$ cat src/rtl/mdio_arbiter.sv
// mdio_arbiter: shares one MDIO management master between two requesters
// (host register port = requester 0, PHY link poller = requester 1).
// Round-robin grant, builds the Clause-22 frame on T_DATA, pulses MDIO_START,
// waits for DATA_RDY (read) or the falling edge of MDIO_OE (write), then
// returns RDATA plus a one-cycle ACK to the granted requester.
//
// Ports:
//   clk, rst (async active-low)
//   REQn / REQn_WR / REQn_PHY / REQn_REG / REQn_WDATA : requester n (n = 0, 1)
//   RD_DATA, DATA_RDY, MDIO_OE : status from the MDIO master
//   MDIO_START, T_DATA        : launch pulse and frame to the MDIO master
//   ACK0, ACK1, RDATA, ERR    : completion back to the requesters
//   BUSY                      : high whenever the arbiter is not idle
//
// Build option: define MDIO_ARB_TIMEOUT_EN to abort a transaction that has
// not completed TIMEOUT_CYC cycles after launch (ACK with ERR=1, RDATA=0).
// Without it ERR is constant 0 and BUSY waits indefinitely.
module mdio_arbiter #(
  parameter int unsigned TIMEOUT_CYC = 1024,
  parameter int unsigned TW          = 11
) (
  input  logic        clk,
  input  logic        rst,
  input  logic        REQ0,
  input  logic        REQ1,
  input  logic        REQ0_WR,
  input  logic        REQ1_WR,
  input  logic [4:0]  REQ0_PHY,
  input  logic [4:0]  REQ1_PHY,
  input  logic [4:0]  REQ0_REG,
  input  logic [4:0]  REQ1_REG,
  input  logic [15:0] REQ0_WDATA,
  input  logic [15:0] REQ1_WDATA,
  input  logic [15:0] RD_DATA,
  input  logic        DATA_RDY,
  input  logic        MDIO_OE,
  output logic        MDIO_START,
  output logic [31:0] T_DATA,
  output logic        ACK0,
  output logic        ACK1,
  output logic [15:0] RDATA,
  output logic        ERR,
  output logic        BUSY
);

  typedef enum logic [1:0] {
    S_IDLE   = 2'd0,
    S_LAUNCH = 2'd1,
    S_BUSY   = 2'd2,
    S_DONE   = 2'd3
  } state_e;

  // Elaboration-time guard: the timeout counter must be able to hold TIMEOUT_CYC.
  if ((64'(1) << TW) <= 64'(TIMEOUT_CYC)) begin : g_tw_check
    $error("mdio_arbiter: 2**TW must exceed TIMEOUT_CYC");
  end

  state_e      state_q, state_d;
  logic        ptr_q, ptr_d;        // round-robin pointer: requester favoured on a tie
  logic        gnt_q, gnt_d;        // requester owning the current transaction
  logic        wr_q, wr_d;          // current transaction is a write
  logic        seen_oe_q, seen_oe_d;
  logic        oe_q;                // MDIO_OE delayed one cycle for edge detect
  logic [31:0] t_data_q, t_data_d;
  logic        start_q, start_d;
  logic        ack0_q, ack0_d;
  logic        ack1_q, ack1_d;
  logic [15:0] rdata_q, rdata_d;
  logic        busy_q, busy_d;
`ifdef MDIO_ARB_TIMEOUT_EN
  logic [TW-1:0] cnt_q, cnt_d;
  logic          err_q, err_d;
`endif

  logic        sel;
  logic        sel_wr;
  logic [4:0]  sel_phy;
  logic [4:0]  sel_reg;
  logic [15:0] sel_wdata;
  logic        done_rd;
  logic        done_wr;

  // Grant selection: a lone request wins outright, a tie goes to the pointer.
  always_comb begin
    sel       = (REQ0 && REQ1) ? ptr_q : REQ1;
    sel_wr    = sel ? REQ1_WR    : REQ0_WR;
    sel_phy   = sel ? REQ1_PHY   : REQ0_PHY;
    sel_reg   = sel ? REQ1_REG   : REQ0_REG;
    sel_wdata = sel ? REQ1_WDATA : REQ0_WDATA;
    done_rd   = !wr_q && DATA_RDY;
    // A fall only counts once OE has been seen high during this transaction.
    done_wr   = wr_q && oe_q && !MDIO_OE && seen_oe_q;
  end

  // Next-state and output logic.
  always_comb begin
    state_d   = state_q;
    ptr_d     = ptr_q;
    gnt_d     = gnt_q;
    wr_d      = wr_q;
    seen_oe_d = seen_oe_q;
    t_data_d  = t_data_q;
    start_d   = 1'b0;
    ack0_d    = 1'b0;
    ack1_d    = 1'b0;
    rdata_d   = rdata_q;
`ifdef MDIO_ARB_TIMEOUT_EN
    cnt_d     = cnt_q;
    err_d     = err_q;
`endif
    unique case (state_q)
      S_IDLE: begin
        if (REQ0 || REQ1) begin
          gnt_d    = sel;
          wr_d     = sel_wr;
          t_data_d = {2'b01, (sel_wr ? 2'b01 : 2'b10), sel_phy, sel_reg,
                      (sel_wr ? 2'b10 : 2'b00), (sel_wr ? sel_wdata : 16'h0000)};
          start_d  = 1'b1;
          state_d  = S_LAUNCH;
        end
      end
      S_LAUNCH: begin
        seen_oe_d = 1'b0;
`ifdef MDIO_ARB_TIMEOUT_EN
        cnt_d     = '0;
`endif
        state_d   = S_BUSY;
      end
      S_BUSY: begin
        seen_oe_d = seen_oe_q | MDIO_OE;
        if (done_rd || done_wr) begin
          if (!wr_q) rdata_d = RD_DATA;
`ifdef MDIO_ARB_TIMEOUT_EN
          err_d   = 1'b0;
`endif
          ack0_d  = !gnt_q;
          ack1_d  = gnt_q;
          state_d = S_DONE;
        end
`ifdef MDIO_ARB_TIMEOUT_EN
        else if (cnt_q == TW'(TIMEOUT_CYC - 1)) begin
          rdata_d = 16'h0000;
          err_d   = 1'b1;
          ack0_d  = !gnt_q;
          ack1_d  = gnt_q;
          state_d = S_DONE;
        end else begin
          cnt_d = cnt_q + TW'(1);
        end
`endif
      end
      S_DONE: begin
        ptr_d   = ~gnt_q;
        state_d = S_IDLE;
      end
      default: state_d = S_IDLE;
    endcase
    busy_d = (state_d != S_IDLE);
  end

  // State and output registers.
  always_ff @(posedge clk or negedge rst) begin
    if (!rst) begin
      state_q   <= S_IDLE;
      ptr_q     <= 1'b0;
      gnt_q     <= 1'b0;
      wr_q      <= 1'b0;
      seen_oe_q <= 1'b0;
      oe_q      <= 1'b0;
      t_data_q  <= 32'h0;
      start_q   <= 1'b0;
      ack0_q    <= 1'b0;
      ack1_q    <= 1'b0;
      rdata_q   <= 16'h0;
      busy_q    <= 1'b0;
`ifdef MDIO_ARB_TIMEOUT_EN
      cnt_q     <= '0;
      err_q     <= 1'b0;
`endif
    end else begin
      state_q   <= state_d;
      ptr_q     <= ptr_d;
      gnt_q     <= gnt_d;
      wr_q      <= wr_d;
      seen_oe_q <= seen_oe_d;
      oe_q      <= MDIO_OE;
      t_data_q  <= t_data_d;
      start_q   <= start_d;
      ack0_q    <= ack0_d;
      ack1_q    <= ack1_d;
      rdata_q   <= rdata_d;
      busy_q    <= busy_d;
`ifdef MDIO_ARB_TIMEOUT_EN
      cnt_q     <= cnt_d;
      err_q     <= err_d;
`endif
    end
  end

  assign MDIO_START = start_q;
  assign T_DATA     = t_data_q;
  assign ACK0       = ack0_q;
  assign ACK1       = ack1_q;
  assign RDATA      = rdata_q;
  assign BUSY       = busy_q;
`ifdef MDIO_ARB_TIMEOUT_EN
  assign ERR        = err_q;
`else
  assign ERR        = 1'b0;
`endif

endmodule

$ cat config.mk
export PLATFORM = sky130hd
export DESIGN_NAME = mdio_arbiter
export DESIGN_NICKNAME = d
export VERILOG_FILES = /design/src/rtl/mdio_arbiter.sv
export SDC_FILE = /design/constraint.sdc
export NUM_CORES = 1
export LEC_CHECK = 0
export ABC_AREA = 1
export CORE_ASPECT_RATIO = 1.75
export CORE_MARGIN = 2
export CORE_UTILIZATION = 40
export DETAILED_ROUTE_END_ITERATION = 8
export PLACE_DENSITY = 0.83
export SYNTH_ARGS = -nofsm -noshare
export SYNTH_HDL_FRONTEND = slang
export SYNTH_SLANG_ARGS = --single-unit
$ cat constraint.sdc
create_clock -name clk -period 2.1 [get_ports clk]
set_clock_uncertainty 0.15 [all_clocks]
set_input_delay 0.42 -clock clk [delete_from_list [all_inputs] [get_ports clk]]
set_output_delay 0.42 -clock clk [all_outputs]
set_load 0.1 [all_outputs]
==> impl_results.md <==
- Inserted Clock Buffers: 5
- Final Util: 63.1%
- Status: complete, no violations
- # IOs: 129
- Cell taking the most area after synthesis: dfrtp_1
- Routed vias: 2447
- # DRC: 0
- Die area: 7010 sq um
- Most numerous cell on the critical path: nand2_1
- Wire per inst: 13.4 um
- EDFF count, synth: 0
- Number of I/O port buffers: 125
- CTS Root Cell: clkbuf_8
- Setup Total Neg Slack: 0 ns
- Yosys reg bits: 55
- Post-route ant nets: 0
- Clock Sinks: 55
- Fin cells: 511
- Synth warnings: 0
- DRT iter0 DRCs: 105
- Slowest stage cell, crit path: clkdlybuf4s50_1
- RePlAce Congestion: 0.861
- Site Rows: 38
- WL final: 6860 um
- Slew Viols, Final: 0
- Vias per Instance: 4.79
- Worst path required time: 2.20 ns
- Fmax: 0.600 GHz
- Gr usage total: 20.4%
- Detail Placement HPWL: 5120 um
- Synth cell types: 20
- Die Y: 109 um
- Crit end category: flip-flop
- Final setup violation count: 0
- Synth top cells by count: nand2_1 (92), dfrtp_1 (55), nand3_1 (46), inv_1 (25)
- Worst skew pair latency: 0.31 ns
- RSZ-0062 raised after global routing: no
- Cell Chain, Critical Path: clkdlybuf4s50_1, nand2_2, nand2_4, buf_4, nand2_1, nand2_1, nand3_1, nand2_1
- Ant. Diodes: 0
- Core area: 6180 sq um
- Dpl cells: 502
- Cell count after synthesis: 308
- Tcrit/Tclk final: 79.3%
- Ranking of synthesized cells by area: dfrtp_1 (54%), nand2_1 (14%), nand3_1 (9.1%)
- Async S/R FF share, synth: 100%
- Startpoint Class: input port
- Clk buf depth: 2
- Ratio of cells with drive above 1 in the final layout: 16.7%
- Syn Area/Cell: 8.23 sq um
- Worst hold path type: flip-flop to flip-flop
- Starting Density: 41.0%
- H-tree Lvls: 2
- Die X: 64.2 um
- Worst Path Buf+Inv: 2
- Sequential area share after synthesis: 54.3%
- Vias in the first global route: 2391
- Crit Path Category: input port to flip-flop
- Delay-heaviest family, CP: buffers and inverters
- Most frequent cell after synthesis: nand2_1
- DRT Pass-1 Iters: 4
- CTS tree: done
- First-pass GRT wire length: 11100 um
- CP arrival: 1.76 ns
- Crit path max fanout: 19
- Synth top area share: 54.3%
- Initial antenna violation count: 0
- Area added between synthesis and finish: 54.0%
- CTS clock-pin slew for the worst setup and hold paths: 0.09 ns
- Max incr delay on CP: 0.56 ns
- Grt total ovfl: 0
- Pin count of the biggest net entering global routing: 56
- Mapped cell area: 2530 sq um
- Fin crit period: 1.67 ns
- Most used DFF post-synth: dfrtp_1
- Final nets: 510
- Post-CTS Setup Inserts: 0
- Final Hold Fails: 0
- Max-cap check violation count: 0
[metal layers]
layer / part of all wire (%) / vias up / track usage (%)
met3: 7.9 / 10 / 5.68
met1: 37 / 1126 / 22.2
met5: 0 / - / 0
li1: - / 1213 / -
met2: 54 / 98 / 37.6
met4: 1.8 / 0 / 6.99
[final timing paths]
path,from,endpoint,slack (ns),depth (start not counted)
max,REQ0,T_DATA[3],0.43,8
min,T_DATA[30],T_DATA[30],0.34,1
max reg2reg,state_q[0],T_DATA[25],0.48,6
min reg2reg,T_DATA[30],T_DATA[30],0.34,1
max in group asynchronous,rst,T_DATA[3],1.07,3
min in group asynchronous,rst,T_DATA[29],0.47,3
[worst register-to-register path, delay by kind of cell (launching register included)]
| family | cells | cell delay, ns |
|---|---|---|
| adders and majority gates | 1 | 0.19 |
| and+or+nand+nor | 1 | 0.09 |
| AOI/OAI and AO/OA | 2 | 0.21 |
| buffers and inverters | 2 | 0.52 |
| DFF | 1 | 0.39 |
[flip-flops by register name, indices dropped and copies added, names as in the netlist]
signal	count
BUSY	1
ACK1	1
seen_oe_q	1
oe_q	1
RDATA	16
T_DATA	29
ACK0	1
state_q	2
ptr_q	1
gnt_q	1
MDIO_START	1
[cell families (layout without fill, tap and decap cells)]
group | after synthesis | count (layout) | share of synthesized area (%)
other | 1 | 3 | 0.148
buffers and inverters | 48 | 169 | 8.74
adders and majority gates | 4 | 4 | 1.98
and+or+nand+nor | 157 | 157 | 26.2
AOI/OAI and AO/OA | 43 | 43 | 8.59
DFF | 55 | 55 | 54.3
[layout by cell type (no fill, tap or decap), drive strengths merged]
cell type / instances
clkbuf: 6
or2: 1
conb: 3
bufinv: 2
nand2: 95
clkdlybuf4s50: 74
nor2: 14
buf: 60
a21oi: 20
nand4: 1
o21bai: 1
nand3: 46
o21ai: 22
dlygate4sd3: 1
ha: 4
inv: 26
dfrtp: 55
[final cells by class]
cell class                      instances  area [sq um]
Fill cell                             583          2280
Sequential cell                        55          1380
Timing Repair Buffer                  135          1250
Multi-Input combinational cell        207           947
Tap cell                               80           100
Inverter                               26          97.6
Clock buffer                            6          72.6
Clock inverter                          2          60.1
[what timing repair did]
item                                   in CTS  in global routing
hold buffers                                1                  0
endpoints found under the hold margin      55                  0
resized for setup                           0                  0
[through the flow]
| step | worst slack, ns | area, sq um | hold WS [ns] |
|---|---|---|---|
| floorplan | 0.632 | 2540 | -0.0256 |
| global placement | 0.162 | 3760 | 0.289 |
| detailed placement | 0.116 | 3760 | 0.292 |
| CTS | 0.436 | 3900 | 0.343 |
| global route | 0.306 | 3900 | 0.368 |
| finish | 0.435 | 3900 | 0.337 |
Power is not shown: default switching activity piles up to over one toggle a cycle in this logic, so the estimate is an artifact.
